**src/rtl/ca1d_engine.sv**
```systemverilog
// Clocked 1-D elementary cellular automaton engine.
// Programmable Wolfram rule, wrap/fixed edges, gen limit and fixed-point halt.
module ca1d_engine #(
   parameter int unsigned WIDTH          = 8,
   parameter int unsigned CNT_W          = 16,
   parameter logic [7:0]  RULE_RESET     = 8'd30,
   parameter logic [7:0]  SEED_RESET     = 8'h10,
   parameter bit          HALT_ON_STABLE = 1'b1
) (
   input  logic             clk,
   input  logic             rst_n,
   input  logic             load,
   input  logic [WIDTH-1:0] seed,
   input  logic             rule_we,
   input  logic [7:0]       rule_in,
   input  logic             start,
   input  logic             stop,
   input  logic             step,
   input  logic             wrap,
   input  logic             boundary_val,
   input  logic [CNT_W-1:0] gen_limit,
   output logic [WIDTH-1:0] state_out,
   output logic [CNT_W-1:0] gen_count,
   output logic             busy,
   output logic             done,
   output logic             stable
);

   localparam logic [WIDTH-1:0] SEED_W = WIDTH'(SEED_RESET);

   typedef enum logic [1:0] {
      IDLE,
      RUN,
      DONE
   } fsm_t;

   fsm_t             fsm;
   logic [7:0]       rule;
   logic [WIDTH-1:0] state;
   logic [WIDTH-1:0] nxt;
   logic [WIDTH+1:0] ext;
   logic [CNT_W-1:0] cnt_nxt;
   logic             same;
   logic             halt;
   logic             lft;
   logic             rgt;

   // ext[0] is the virtual right neighbour of cell 0, ext[WIDTH+1] the
   // virtual left neighbour of cell WIDTH-1; cell i sees ext[i+2:i].
   always_comb begin
      lft = wrap ? state[0] : boundary_val;
      rgt = wrap ? state[WIDTH-1] : boundary_val;
      ext = {lft, state, rgt};
      nxt = '0;
      for (int i = 0; i < WIDTH; i++) begin
         nxt[i] = rule[ext[i+2 -: 3]];
      end
   end

   always_comb begin
      same    = (nxt == state);
      cnt_nxt = (&gen_count) ? gen_count : gen_count + CNT_W'(1);
      halt    = ((gen_limit != '0) && (cnt_nxt == gen_limit))
             || (HALT_ON_STABLE && same);
   end

   always_ff @(posedge clk) begin
      if (!rst_n) begin
         fsm       <= IDLE;
         rule      <= RULE_RESET;
         state     <= SEED_W;
         gen_count <= '0;
         stable    <= 1'b0;
      end else begin
         if (rule_we) begin
            rule <= rule_in;
         end
         if (load) begin
            state     <= seed;
            gen_count <= '0;
            stable    <= 1'b0;
            fsm       <= IDLE;
         end else begin
            unique case (fsm)
               IDLE: begin
                  if (start) begin
                     fsm <= RUN;
                  end else if (step) begin
                     state     <= nxt;
                     gen_count <= cnt_nxt;
                     stable    <= same;
                     if (halt) begin
                        fsm <= DONE;
                     end
                  end
               end
               RUN: begin
                  if (stop) begin
                     fsm <= IDLE;
                  end else begin
                     state     <= nxt;
                     gen_count <= cnt_nxt;
                     stable    <= same;
                     if (halt) begin
                        fsm <= DONE;
                     end
                  end
               end
               DONE: begin
                  fsm <= DONE;
               end
               default: begin
                  fsm <= IDLE;
               end
            endcase
         end
      end
   end

   assign state_out = state;
   assign busy      = (fsm == RUN);
   assign done      = (fsm == DONE);

endmodule
```
**config.mk**
```make
export PLATFORM = sky130hd
export DESIGN_NAME = ca1d_engine
export DESIGN_NICKNAME = d
export VERILOG_FILES = /design/src/rtl/ca1d_engine.sv
export SDC_FILE = /design/constraint.sdc
export NUM_CORES = 1
export LEC_CHECK = 0
export CELL_PAD_IN_SITES_DETAIL_PLACEMENT = 1
export CELL_PAD_IN_SITES_GLOBAL_PLACEMENT = 1
export CORE_ASPECT_RATIO = 2
export CORE_UTILIZATION = 41
export CTS_CLUSTER_DIAMETER = 100
export DETAILED_ROUTE_END_ITERATION = 10
export GPL_TIMING_DRIVEN = 1
export MAX_ROUTING_LAYER = met4
export PLACE_DENSITY_LB_ADDON = 0.1
export SYNTH_ARGS = -nofsm -noshare
export SYNTH_HDL_FRONTEND = slang
export SYNTH_SLANG_ARGS = --single-unit
```
**constraint.sdc**
```tcl
create_clock -name clk -period 3.6 [get_ports clk]
set_input_delay 0.72 -clock clk [delete_from_list [all_inputs] [get_ports clk]]
set_output_delay 0.72 -clock clk [all_outputs]
set_load 0.02 [all_outputs]
```
* Yosys cells after proc, flatten, opt, wreduce, memory -nomap -nowiden
Index checks and enable logic that the tools add are counted.
** Cells by class
- $add $sub $neg :: 1
- Order comparisons :: 8
- Eq/ne operators :: 11
- Mux-type cells :: 37
- Bitwise logic cells :: 1
- Reduce and logical (&&, ||, !) cells :: 10
** Operators by type and width (count)
- 2-to-1 mux 16 bit :: 4
- < comparator 3 x 4 -> 1 bit, second input constant :: 8
- 2-to-1 mux 8 bit :: 4
- one-hot mux 16 bit (2 select lines) :: 1
- binary-select mux 1 bit (select 3 bit) :: 8
- adder 16 x 1 -> 16 bit, second input constant :: 1
- == test 16 bit :: 1
- one-hot mux 8 bit (2 select lines) :: 1
- AND reduction 16 bit :: 1
- nonzero test 16 bit :: 1
- 2-to-1 mux 1 bit :: 13
- != test 3 bit, second input constant :: 4
- == test 8 bit :: 1
- 2-to-1 mux 2 bit :: 4
- AND reduction 4 bit :: 2
- != test 2 bit, second input constant :: 3
- one-hot mux 2 bit (3 select lines) :: 1
- nonzero test 3 bit :: 1
- == test 2 x 1 -> 1 bit, second input constant :: 1
- == test 2 bit, second input constant :: 1
- logical NOT 2 bit :: 1
- one-hot mux 1 bit (2 select lines) :: 1
- nonzero test 2 bit :: 1
- OR reduction 2 bit :: 1
- other kinds (3) :: 3
** Word-level totals
- Flip-flop bits (word level) :: 35
- Input port bits :: 41
- Output and inout bits :: 27
- Word-level logic and storage cells :: 73

* Longest topological paths before layout
Gate-level depths: netlist of the first run.
- Depth in word-level cells :: 9
- Depth in mapped cells :: 9
- Mapped depth without buffers :: 8

* Least setup slack after synthesis of the first run
No wires, ideal clock.
- Kind :: register to register
- Start :: reg gen_count[8]
- End :: reg fsm[0]
- Library setup time :: 114 ps
- Arrival :: 2518 ps
- Data required time :: 3486 ps
- Slack :: 968 ps
- Cell stages (with the launch flop) :: 9
- Path buffers :: 1
- Period minus slack after synthesis :: 2632 ps
- Cells stage by stage :: dfxtp_1 buf_2 nand4_4 nor4b_4 xor2_1 or4_1 o211a_1 or4_1 a21o_1
** On the way
- Longest elaborated chain between the ends :: 9
- Elaborated cells on any way between the ends :: 11
- Classes of those cells :: add/sub (1); eq/ne (1); mux (6); reduce/logical (3)
** Ends and longest elaborated chain
- from (decl) :: RTL line 23 : output logic [CNT_W-1:0] gen_count,
- from (signal assigned) :: RTL line 90 : gen_count <= cnt_nxt;
- from (signal assigned) :: RTL line 102 : gen_count <= cnt_nxt;
- adder 16 x 1 -> 16 bit or AND reduction 16 bit (tied branches) :: RTL line 62 : cnt_nxt = (&gen_count) ? gen_count : gen_count + CNT_W'(1);
- 2-to-1 mux 16 bit (*) :: RTL line 62
- == test 16 bit (*) :: RTL line 63 : halt = ((gen_limit != '0) && (cnt_nxt == gen_limit))
- logical AND 1 bit (*) :: RTL line 63
- logical OR 1 bit (*) :: RTL line 64 : || (HALT_ON_STABLE && same);
- 2-to-1 mux 2 bit (*)
- 2-to-1 mux 2 bit (2 in a row)
- one-hot mux 2 bit (3 select lines) (*)
- to (signal assigned) :: RTL line 69 : fsm <= IDLE;
- to (signal assigned) :: RTL line 82 : fsm <= IDLE;
- to (signal assigned) :: RTL line 87 : fsm <= RUN;
- to (decl) :: RTL line 37 : fsm_t fsm;
Mark *: on every way between the ends. The rest lies on a longest branch, timed or not. The select of a mux whose other input is x is not followed.
A chain may end at the register's enable or synchronous reset.

* Worst setup path after layout of the first run
- Start :: reg gen_count[7]
- End :: reg fsm[0]
The elaborated chain is that of the path after synthesis.

==> results by stage, run 1 <==
Run status:
- The flow ran to the end, and the final reports show no timing, DRC or antenna violations.

STA:
- The actual slew at the worst max-slew pin is 0.6381 ns.
- Setup repair after global routing left no endpoint under its margin.
- The worst path meets setup with 0.7493 ns of slack.
- The final-report max-slew violation count is 0.
- The post-route fraction of the period consumed by the critical path is 0.7919.
- Based on the critical path, the design can be clocked at up to 350.8 MHz.
- The worst clock skew is 0.004975 ns.
- The number of failing hold endpoints at the final stage is 0.
- The time the final worst path needs with I/O delays and setup is 2.851 ns.
- The accumulated negative setup slack is 0 ns.
- The final-report setup violation count is 0.
- Measured against its own limit, the worst slew margin works out to 0.5714.

Logic synthesis:
- The synthesized area is 2938 sq um.
- When the netlist entered floorplanning its net count stood at 385.
- The mux contribution to synthesized area is 0.2078.
- The most used flip-flop cell after synthesis is sky130_fd_sc_hd__dfxtp_1.
- After synthesis the netlist holds a flip-flop and latch count of 35.
- The number of enable flip-flop cells after synthesis is 0.
- After synthesis, the netlist uses 54 different library cells.
- The count of yosys warnings during synthesis is 0.
- The post-synthesis async set-or-reset flop share is 0.
- The fraction of the mapped netlist area in compound gates was 0.1350.
- The dominant cell type by area after synthesis is sky130_fd_sc_hd__dfxtp_1.
- Of the total synthesized cell area, the portion taken by AND, OR, NAND and NOR gates is 0.2551.
- The instance count of the mapped netlist is 343.
- Of the total synthesized cell area, the portion taken by XOR and XNOR cells is 0.1043.
- The share of synthesized area in the top cell type comes to 0.2385.
- The fraction of the mapped netlist area in adder cells is 0.004259.
- The synthesized area divided by synthesized cell count is 8.565 sq um.
- Of the synthesized area, sequential elements account for 0.2385.
- By area, the combinational part of the netlist is dominated by simple AND/OR/NAND/NOR gates.
- In the post-synthesis netlist, the biggest area contributors are sky130_fd_sc_hd__dfxtp_1, sky130_fd_sc_hd__mux4_2, sky130_fd_sc_hd__mux2i_1, sky130_fd_sc_hd__xnor2_1, sky130_fd_sc_hd__xor2_1.

Floorplanning:
- The area of the core region is 6940 sq um.
- The vertical extent of the die is 121.7 um.
- The width of the chip is 61.86 um.
- The die covers 7528 sq um.
- For this configuration, the core starts out at a cell density of 0.4233.
- For this design the top-level I/O count stands at 68.
- The standard-cell row count is 43.

Layout:
- The fraction of final layout cells sized beyond drive strength 1 is 0.1092.
- The utilization after layout is 0.5500.
- The antenna diode count is 0.
- The final non-filler cell area is 3817 sq um.
- In the layout the commonest cells are sky130_fd_sc_hd__clkdlybuf4s50_1, sky130_fd_sc_hd__dfxtp_1, sky130_fd_sc_hd__nor2_1, sky130_fd_sc_hd__nand2_1, sky130_fd_sc_hd__mux2i_1.
- The number of nets in the final layout is 444.
- The number of inserted filler cells in the final layout is 816.
- The most common cell after layout, fill and taps aside is sky130_fd_sc_hd__clkdlybuf4s50_1.
- The area growth from synthesis to final layout is 29.94%.

Clocking:
- The H-tree generated during clock tree synthesis spans 2 levels.
- In this run, CTS created clock tree buffers numbering 5.
- For the worst-skew pair, the clock arrives at the later sink with an insertion delay of 0.29 ns.
- After clock tree synthesis, the clock-pin slew on the worst setup and hold paths is 0.06 ns.
- The root buffer selected by CTS is sky130_fd_sc_hd__clkbuf_16.
- Clock tree synthesis found a total of 35 sinks.
- The longest clock path from root to sink contains 2 buffers.
- The number of setup buffers added after CTS is 0.
- The CTS tree is done.
- Post-CTS repair changed the size of 0 cells.
- After clock tree synthesis, the flow added hold-fix buffers numbering 0.

Routing:
- The first detailed-routing pass ran for 4 iterations.
- The total routed wirelength is 10.02 mm.
- The routed via count is 2908.
- The number of design rule violations left after detail routing is 0.
- The number of DRC markers in iteration 0 is 106.
- The number of routed nets with antenna violations is 0.
- The wire length per cell is 20.32 um.
- Using the TritonRoute via totals, the vias-per-cell ratio works out to 5.899.

Place:
- The post-placement cell area is 3661 sq um.
- The worst slack at placement is 0.5759 ns.
- The number of port buffers is 67.
- Detailed placement ended at an HPWL of 7.967 mm.
- The last weighted congestion value of the routability-driven placer is 0.9212.

Critical path:
- The register-to-register setup slack is 0.75 ns.
- The largest single stage delay on the critical path is 0.63 ns.
- The critical path required time is 3.78 ns.
- For the worst setup path, the data arrival time is 3.03 ns.
- The worst setup path is captured at a register.
- The startpoint type of the worst setup path is a register.
- Counting stages on the worst path, the most repeated cell is sky130_fd_sc_hd__or4_1.
- The critical path's slowest cell is sky130_fd_sc_hd__dfxtp_1.
- The setup path with the least slack is of type reg2reg.
- The critical path goes through and4_1 -> nand4_2 -> xnor2_1 -> or4_1 -> o211a_1 -> or4_1 -> a21o_1.
- The maximum fanout along the worst path is 11.

Power and ir drop:
- Summed over all cells, the static leakage comes to 1.400 nW.
- Power spread over the standard cell area amounts to 310.8 nW/um^2.
- VDD sags by at most 0.0002549 V.

Global routing:
- The pin count of the biggest net entering global routing is 18.
- The aggregate global-route resource usage is 0.2915.
- The initial antenna violation count was 0.
- Global routing finished with a remaining overflow of 0.
- The number of global-route vias before repair is 3006.
- The first global-routing pass estimated 15.23 mm of wire.

Min path:
- The worst hold path class is reg2reg.

Run:
- Max-cap violations in this run came to 0.
-- through the flow --
step / power [W] / std cells / hold slack [ns]
after detailed placement: 0.0007273 / 485 / 0.4638
after global placement: 0.0007194 / 485 / 0.4426
after CTS: 0.001195 / 493 / 0.4738
after floorplan: 0.0006057 / 343 / 0.5345
after global routing: 0.001230 / 493 / 0.5000
final: 0.001186 / 493 / 0.4702
-- power by group --
group	total, W	leakage, nW	internal (W)	switching, W
Combinational	0.000283	1.04	0.000155	0.000128
Sequential	0.000437	0.286	0.000401	0.0000358
Clock	0.000466	0.0772	0.000295	0.000171
-- state kept, by name, summed over array words and instances, names as in the netlist --
name,cells
rule,8
stable,1
gen_count,16
fsm,2
state_out,8
-- routing by layer --
layer | GRT usage | share of wire | wire length [um] | vias up
met5 | - | 0 | 0 | -
met4 | 0.1431 | 0.046 | 461 | 0
met3 | 0.03822 | 0.025 | 252 | 30
met2 | 0.5719 | 0.61 | 6061 | 73
met1 | 0.2437 | 0.32 | 3242 | 1429
li1 | - | - | - | 1376
-- critical path, delay by kind of cell (launching register included) --
| family | cells | cell delay [ns] |
|---|---|---|
| flip-flops | 1 | 0.63 |
| AO/OA/AOI/OAI | 2 | 0.34 |
| AND/OR/NAND/NOR | 4 | 1.59 |
| XOR/XNOR | 1 | 0.19 |
-- Yosys cell counts (2+ instances only) --
library cell / instances
sky130_fd_sc_hd__mux2_2: 7
sky130_fd_sc_hd__o211ai_1: 2
sky130_fd_sc_hd__and4_1: 2
sky130_fd_sc_hd__nor4b_1: 2
sky130_fd_sc_hd__nor4_1: 8
sky130_fd_sc_hd__a211oi_1: 4
sky130_fd_sc_hd__and2_1: 6
sky130_fd_sc_hd__nor3b_1: 2
sky130_fd_sc_hd__nor3_1: 5
sky130_fd_sc_hd__clkbuf_1: 12
sky130_fd_sc_hd__nor2b_1: 7
sky130_fd_sc_hd__a311oi_1: 2
sky130_fd_sc_hd__a21o_1: 3
sky130_fd_sc_hd__inv_1: 6
sky130_fd_sc_hd__buf_6: 4
sky130_fd_sc_hd__o22ai_1: 2
sky130_fd_sc_hd__mux2i_1: 25
sky130_fd_sc_hd__buf_2: 9
sky130_fd_sc_hd__or3_1: 4
sky130_fd_sc_hd__a21oi_1: 18
sky130_fd_sc_hd__o21ai_1: 2
sky130_fd_sc_hd__xor2_1: 16
sky130_fd_sc_hd__and3_1: 6
sky130_fd_sc_hd__a2111oi_0: 2
sky130_fd_sc_hd__nand2_1: 28
sky130_fd_sc_hd__or4_1: 2
sky130_fd_sc_hd__dfxtp_1: 35
sky130_fd_sc_hd__nand4_1: 6
sky130_fd_sc_hd__nor2_1: 28
sky130_fd_sc_hd__nand3_1: 13
sky130_fd_sc_hd__nand2b_1: 5
sky130_fd_sc_hd__mux4_2: 12
sky130_fd_sc_hd__a31oi_1: 3
sky130_fd_sc_hd__nand4_2: 2
sky130_fd_sc_hd__xnor2_1: 19
sky130_fd_sc_hd__o21ai_0: 16
-- worst paths after layout --
path                              startpoint  endpoint  cells after the start
worst min register to register        stable    stable                      2
worst min-delay path                  stable    stable                      2
worst max-delay path            gen_count[7]    fsm[0]                      7
worst max register to register  gen_count[7]    fsm[0]                      7
-- area by class of cell --
class / count / area, sq um / share of cell area
Multi-Input combinational cell: 276 / 2076 / 0.5438
Inverter: 7 / 26.28 / 0.006883
Tap cell: 90 / 112.6 / 0.02950
Timing Repair Buffer: 77 / 745.7 / 0.1953
Clock buffer: 8 / 156.4 / 0.04097
Sequential cell: 35 / 700.7 / 0.1835
-- cell families (layout without fill, tap and decap cells) --
family / count (synthesis) / after routing
compound gates: 63 / 63
xor+xnor: 35 / 35
fa+ha+maj: 1 / 1
buf+inv: 32 / 92
flops: 35 / 35
mux: 45 / 45
simple gates: 132 / 132
(Power assumes the default switching activity.)
==> run 2, diff against run 1 <==
--- a/config.mk
+++ b/config.mk
@@ -8,7 +8,7 @@
 export CELL_PAD_IN_SITES_DETAIL_PLACEMENT = 1
 export CELL_PAD_IN_SITES_GLOBAL_PLACEMENT = 1
 export CORE_ASPECT_RATIO = 2
-export CORE_UTILIZATION = 41
+export CORE_UTILIZATION = 38
 export CTS_CLUSTER_DIAMETER = 100
 export DETAILED_ROUTE_END_ITERATION = 10
 export GPL_TIMING_DRIVEN = 1
==> constraint.sdc (replaced) <==
create_clock -name clk -period 3 [get_ports clk]
set_input_delay 0.6 -clock clk [delete_from_list [all_inputs] [get_ports clk]]
set_output_delay 0.6 -clock clk [all_outputs]
set_load 0.02 [all_outputs]
==> run 2 against run 1 <==
- worst hold slack got worse by 0.0051 ns
- cell count rose by 3.9%
- critical endpoint unchanged
- first-iteration DRC count rose by 53%
- largest cell class unchanged
- count of clock-buffer cells in the layout fell by 1
==> results by stage, run 2 (synthesis results as in run 1) <==
STA:
- The final worst hold slack is 0.4651 ns (-0.005068 ns).
- The worst clock skew is 0.002851 ns (-0.002124 ns).
- The maximum operating frequency is 354.2 MHz (+0.97%).
- The final-report max-slew violation count is 0 (unchanged).
- Setup repair after global routing left no endpoint under its margin.
- The final-report setup violation count is 0 (unchanged).
- The post-route fraction of the period consumed by the critical path is 0.9411 (+0.1493).
- The worst slew margin relative to its limit is 0.6596 (+0.08818).
- The final critical-path setup slack is 0.1767 ns (-0.5727 ns).
- The actual slew at the worst max-slew pin is 0.4977 ns (-0.1404 ns).
- The time the final worst path needs with I/O delays and setup is 2.823 ns (-0.02735 ns).
- The accumulated negative setup slack is 0 ns (unchanged).
- The number of failing hold endpoints at the final stage is 0 (unchanged).

Clocking:
- The largest buffer count on any clock path is 2 (unchanged).
- TritonCTS built the clock tree.
- The number of gates resized after CTS is 0 (unchanged).
- The clock latency at the later pin of the worst-skew pair was 0.29 ns (about the same).
- The number of hold-repair buffers added at the cts stage is 0 (unchanged).
- The clock slew seen by the registers of the worst setup and hold paths is 0.05 ns (about the same).
- The number of clock sinks is 35 (unchanged).
- The number of buffers inserted by post-CTS setup repair is 0 (unchanged).
- The tree is rooted in a sky130_fd_sc_hd__clkbuf_16.
- The CTS buffer count came to 5 (unchanged).
- The H-tree level count was 2 (unchanged).

Global routing:
- The aggregate global-route resource usage is 0.2738 (-0.01765).
- The wire length of the first global-routing pass was 16.00 mm (+5.1%).
- The number of global-route vias before repair is 3174 (+5.6%).
- The initial antenna violation count is 0 (unchanged).
- The global-route congestion overflow total is 0 (unchanged).
- The pin count of the biggest net entering global routing is 18 (unchanged).

Floorplanning:
- The area of the core region is 7545 sq um (+8.7%).
- The width of the chip came to 64.18 um (+3.8%).
- The standard-cell row count is 45 (+4.7%).
- The die area is 8108 sq um (+7.7%).
- The vertical extent of the die is 126.3 um (+3.8%).
- The boundary pin count is 68 (unchanged).
- The effective utilization at floorplan is 0.3894 (-0.03391).

Run status:
- The flow ran to the end, and the final reports show no timing, DRC or antenna violations.

Min path:
- The path class of the tightest hold or removal check is reg2reg.
- The startpoint identified for the worst hold timing path is stable.
- For hold timing, the worst endpoint is stable.
- The cell depth of the worst min-delay path was 2 (unchanged).

Place:
- The number of port buffers was 67 (unchanged).
- The instance count after placement with tap cells included is 504 (+3.9%).
- The estimated wirelength of the detail-placed design was 8.421 mm (+5.7%).
- The last weighted congestion value of the routability-driven placer is 0.9266 (+0.59%).
- The worst slack at placement is 0.1864 ns (-0.3895 ns).

Routing:
- The number of design rule violations left after detail routing is 0 (unchanged).
- The number of routed nets with antenna violations is 0 (unchanged).
- The per-cell via count in the routed design is 5.832 (-1.1%).
- The routed via count is 2986 (+2.7%).
- The wire length per cell is 20.15 um (-0.80%).
- The number of DRC markers in iteration 0 is 162 (+53%).
- The total routed wirelength is 10.32 mm (+3.0%).
- The number of iterations in the first detailed-routing pass is 4 (unchanged).

Critical path:
- The arrival time of data at the critical path endpoint was 3.00 ns (-0.03 ns).
- The startpoint type of the worst setup path is a register.
- The capturing element type of the critical path is a register.
- The register-to-register setup slack came to 0.18 ns (-0.57 ns).
- The critical path required time is 3.18 ns (-0.60 ns).
- The worst setup path is of the reg2reg kind.
- The maximum fanout along the worst path is 7 (-4).
- In this run the critical register-to-register path is launched from gen_count[0].
- The destination of the worst register-to-register timing path is fsm[0].
- Tracing the worst setup path back leads to its startpoint at gen_count[0].
- The number of cells on the worst reg-to-reg path was 7 (unchanged).

Power and ir drop:
- The peak supply drop is 0.0002592 V (+1.7%).
- The cell area power density was 352.8 nW/um^2 (+14%).
- The static leakage power came to 1.470 nW (+5.0%).

Layout:
- The flip-flop count of the largest register, all copies and words added was 16 (unchanged).
- The utilization after layout came to 0.5191 (-0.03096).
- The area growth from synthesis to final layout is 33.31%.
- The register with the most flip-flops is gen_count.
- The number of nets in the final layout is 459 (+3.4%).
- In the layout the commonest cells are sky130_fd_sc_hd__clkdlybuf4s50_1, sky130_fd_sc_hd__dfxtp_1, sky130_fd_sc_hd__nor2_1, sky130_fd_sc_hd__nand2_1.
- The number of non-filler instances in the completed layout is 512 (+3.9%).
- The most common cell after layout, fill and taps aside is sky130_fd_sc_hd__clkdlybuf4s50_1.
- The antenna diode count came to 0 (unchanged).
- The fraction of final layout cells sized beyond drive strength 1 came to 0.1388 (+0.02957).

Run:
- The count of maximum capacitance violations is 0 (unchanged).
## run 2: cell types whose count changed in the layout (fill, tap and decap cells not counted), sizes merged
cell | before | now
clkbuf | 8 | 7
buf | 10 | 25
clkinv | 1 | 2
## run 2: through the flow
stage,area [sq um],power [W]
3_3_place_gp,3779,0.0008723
3_5_place_dp,3779,0.0008840
2_1_floorplan,2938,0.0007269
4_1_cts,3916,0.001399
6_report,3916,0.001382
5_1_grt,3916,0.001442
## run 2: worst max-delay path by stage
stage | endpoint | slack, ns | cells past startpoint
floorplan | fsm[0] | 0.37 | 8
global placement | fsm[0] | 0.23 | 7
detailed placement | fsm[0] | 0.19 | 7
CTS | fsm[0] | 0.21 | 7
global route | fsm[0] | 0.08 | 7
finish | fsm[0] | 0.18 | 7
## run 2: routing by layer
metal	vias up	global-route usage	wire length, um	share of wire
met3	40	0.03327	238	0.023
met2	76	0.5476	6279	0.61
met4	0	0.1895	669	0.065
met5	-	-	0	0
met1	1466	0.2146	3132	0.30
li1	1404	-	-	-
## run 2: power breakdown
part	internal, W	total [W]	switching (W)	leakage [nW]
Clock	0.000307	0.000507	0.000200	0.0679
Combinational	0.000192	0.000353	0.000161	1.12
Sequential	0.000481	0.000521	0.0000393	0.286
## run 2: final cells by class
class                      instances  area [sq um]
multi-input combinational        276          2076
sequential                        35         700.7
clock inverter                     1         5.005
tap                               94         117.6
inverter                           7         26.28
fill                             914          3628
clock buffer                       7         132.6
timing repair buffer              92         858.3
## run 2: critical path: stages (launching register included)
cell,delay [ns]
sky130_fd_sc_hd__dfxtp_1,0.41
sky130_fd_sc_hd__ha_1,0.26
sky130_fd_sc_hd__and2_1,0.29
sky130_fd_sc_hd__nand3_1,0.26
sky130_fd_sc_hd__a2111oi_0,0.56
sky130_fd_sc_hd__o2111ai_1,0.25
sky130_fd_sc_hd__or4_1,0.50
sky130_fd_sc_hd__a21o_1,0.18
==> run 3, diff against run 2 <==
--- a/config.mk
+++ b/config.mk
@@ -5,10 +5,11 @@
 export SDC_FILE = /design/constraint.sdc
 export NUM_CORES = 1
 export LEC_CHECK = 0
+export ABC_CLOCK_PERIOD_IN_PS = 3000
 export CELL_PAD_IN_SITES_DETAIL_PLACEMENT = 1
 export CELL_PAD_IN_SITES_GLOBAL_PLACEMENT = 1
 export CORE_ASPECT_RATIO = 2
-export CORE_UTILIZATION = 38
+export CORE_UTILIZATION = 35
 export CTS_CLUSTER_DIAMETER = 100
 export DETAILED_ROUTE_END_ITERATION = 10
 export GPL_TIMING_DRIVEN = 1
==> constraint.sdc (replaced) <==
create_clock -name clk -period 3 [get_ports clk]
set_input_delay 0.3 -clock clk [delete_from_list [all_inputs] [get_ports clk]]
set_output_delay 0.3 -clock clk [all_outputs]
set_load 0.02 [all_outputs]
==> run 3 against run 2 <==
- register-to-register slack gained 0.097 ns
- via count shrank 0.37%
- sequential share of layout area increased by 0.080 points
- wire length is 3.6% higher
- clock power is 3% higher
- largest power group unchanged
- sequential power hardly changed
- die area increased by 8.4%
- count of clock-buffer cells in the layout is the same
- combinational power fell by 2%
- design area is 0.45% lower
- worst hold slack improved by 0.024 ns
==> results by stage, run 3 (synthesis results as in run 1) <==
Place:
- The estimated wirelength of the detail-placed design came to 8.535 mm (+1.4%).
- The number of port buffers is 67 (unchanged).
- The last weighted congestion value of the routability-driven placer came to 0.9271 (about the same).
- The post-placement cell area is 3761 sq um (-0.46%).

Critical path:
- The register-to-register setup slack is 0.27 ns (+0.10 ns).
- The arrival time of data at the critical path endpoint was 2.91 ns (-0.09 ns).
- The maximum fanout along the worst path is 6 (-1).
- The critical path required time is 3.19 ns (about the same).
- The critical path class is reg2reg.
- The number of cells on the worst reg-to-reg path was 7 (unchanged).
- STA classifies the critical path endpoint as a register.
- The startpoint type of the worst setup path is a register.

Power and ir drop:
- The static leakage power was 1.455 nW (-1.0%).
- The cell area power density came to 355.4 nW/um^2 (+0.75%).
- The peak supply drop came to 0.0003700 V (+43%).

Layout:
- The area taken by flip-flops and latches is 700.7 sq um (unchanged).
- The number of nets in the final layout came to 456 (-0.65%).
- The flip-flop count of the largest register, all copies and words added is 16 (unchanged).
- Leaving out fill and tap cells, the most frequent cell in the layout is sky130_fd_sc_hd__clkdlybuf4s50_1.
- The number of inserted filler cells in the final layout is 1016 (+11%).
- The antenna diode count is 0 (unchanged).
- The multi-input logic area is 2076 sq um (unchanged).
- The top cell types in the final layout, fill and taps aside, are sky130_fd_sc_hd__clkdlybuf4s50_1, sky130_fd_sc_hd__dfxtp_1, sky130_fd_sc_hd__nor2_1, sky130_fd_sc_hd__nand2_1, sky130_fd_sc_hd__mux2i_1.
- Compared with the post-synthesis result, the final layout area differs by 32.71%.
- gen_count holds more flip-flops than any other register.
- The final non-filler cell area is 3899 sq um (-0.45%).
- The fraction of final layout cells sized beyond drive strength 1 is 0.1325 (-0.006226).

Global routing:
- The number of global-route vias before repair was 3164 (-0.32%).
- The wire length of the first global-routing pass came to 16.86 mm (+5.3%).
- The global-route congestion overflow total came to 0 (unchanged).
- The met2 routing resource usage after global routing was 0.5281 (-0.01950).
- The pin count of the biggest net entering global routing was 22 (+4).
- The met3 layer usage reported by global route is 0.03299 (-0.0002873).
- The aggregate global-route resource usage came to 0.2690 (-0.004857).
- The met1 capacity usage during global routing is 0.2293 (+0.01466).
- The initial antenna violation count is 0 (unchanged).
- The busiest metal layer after global routing is met2.

Run status:
- The flow ran to the end, and the final reports show no timing, DRC or antenna violations.

Min path:
- The worst hold path belongs to the class reg2reg.
- The cell depth of the worst min-delay path is 2 (unchanged).

Floorplanning:
- The vertical extent of the die came to 131.6 um (+4.1%).
- The width of the chip is 66.79 um (+4.1%).
- The die area is 8787 sq um (+8.4%).
- The boundary pin count is 68 (unchanged).
- The standard-cell row count is 47 (+4.4%).
- The area of the core region is 8233 sq um (+9.1%).
- The effective utilization at floorplan is 0.3568 (-0.03255).

STA:
- The actual slew at the worst max-slew pin is 0.8669 ns (+0.3692 ns).
- The worst clock skew came to 0.007440 ns (+0.004589 ns).
- The final worst hold slack is 0.4889 ns (+0.02375 ns).
- Setup repair after global routing left no endpoint under its margin.
- The post-route fraction of the period consumed by the critical path is 0.9087 (-0.03240).
- The final-report max-slew violation count came to 0 (unchanged).
- The time the final worst path needs with I/O delays and setup is 2.726 ns (-0.09721 ns).
- The worst slew margin relative to its limit is 0.4221 (-0.2375).
- The accumulated negative setup slack came to 0 ns (unchanged).
- The maximum operating frequency is 366.8 MHz (+3.6%).
- The number of failing hold endpoints at the final stage is 0 (unchanged).
- The final-report setup violation count is 0 (unchanged).

Clocking:
- The number of hold-repair buffers added at the cts stage is 0 (unchanged).
- The number of clock sinks is 35 (unchanged).
- In this run the clock root is driven by a sky130_fd_sc_hd__clkbuf_16.
- The CTS buffer count came to 5 (unchanged).
- The clock latency at the later pin of the worst-skew pair is 0.29 ns (about the same).
- The H-tree level count was 2 (unchanged).
- TritonCTS built the clock tree.
- The clock slew seen by the registers of the worst setup and hold paths is 0.06 ns (about the same).
- The largest buffer count on any clock path is 2 (unchanged).
- The number of gates resized after CTS is 0 (unchanged).
- The number of buffers inserted by post-CTS setup repair came to 0 (unchanged).

Routing:
- The number of routed nets with antenna violations was 0 (unchanged).
- The wire length per cell was 20.84 um (+3.4%).
- The total routed wirelength was 10.69 mm (+3.6%).
- The number of iterations in the first detailed-routing pass is 4 (unchanged).
- The number of DRC markers in iteration 0 is 73 (-55%).
- The routed via count is 2975 (-0.37%).
- The number of design rule violations left after detail routing was 0 (unchanged).
- The per-cell via count in the routed design is 5.799 (-0.56%).

Run:
- The count of maximum capacitance violations is 0 (unchanged).
==> run 3: final timing paths <==
check | start | end
hold / removal | stable | stable
hold reg to reg | stable | stable
setup / recovery | gen_count[10] | fsm[0]
setup reg to reg | gen_count[10] | fsm[0]
==> run 3: per-layer routing <==
metal	up-vias	wire [um]
met5	-	0
met4	0	491
met3	28	255
met2	64	6518
met1	1487	3425
li1	1396	-
==> run 3: power breakdown <==
| part | switching [W] | internal, W |
|---|---|---|
| clock | 0.000212 | 0.000308 |
| sequential | 0.0000395 | 0.000481 |
| combinational | 0.000158 | 0.000187 |
==> run 3: cell type report <==
cell class	instances	share of cell area
Multi-Input combinational cell	276	0.5324
Timing Repair Buffer	89	0.2144
Sequential cell	35	0.1797
Clock buffer	7	0.03402
Tap cell	98	0.03145
Inverter	7	0.006739
Clock inverter	1	0.001284
==> run 3: critical path, cell delays in order, from the launching register on <==
cell and delay (ns):
sky130_fd_sc_hd__dfxtp_1 0.48, sky130_fd_sc_hd__nand4_4 0.23, sky130_fd_sc_hd__nor4b_4 0.37, sky130_fd_sc_hd__xor2_1 0.12
sky130_fd_sc_hd__or4_1 0.48, sky130_fd_sc_hd__o211a_1 0.17, sky130_fd_sc_hd__or4_1 0.59, sky130_fd_sc_hd__a21o_1 0.18
==> run 3: per-stage QoR <==
stage               setup WS [ns]  cells  utilization  total power, W
global route               0.1172    513       0.4736        0.001441
floorplan                  0.3682    343            -       0.0007269
CTS                        0.2554    513       0.4736        0.001402
detailed placement         0.2832    505       0.4568       0.0008771
global placement           0.2996    505       0.4568       0.0008708
finish                     0.2739    513       0.4736        0.001386
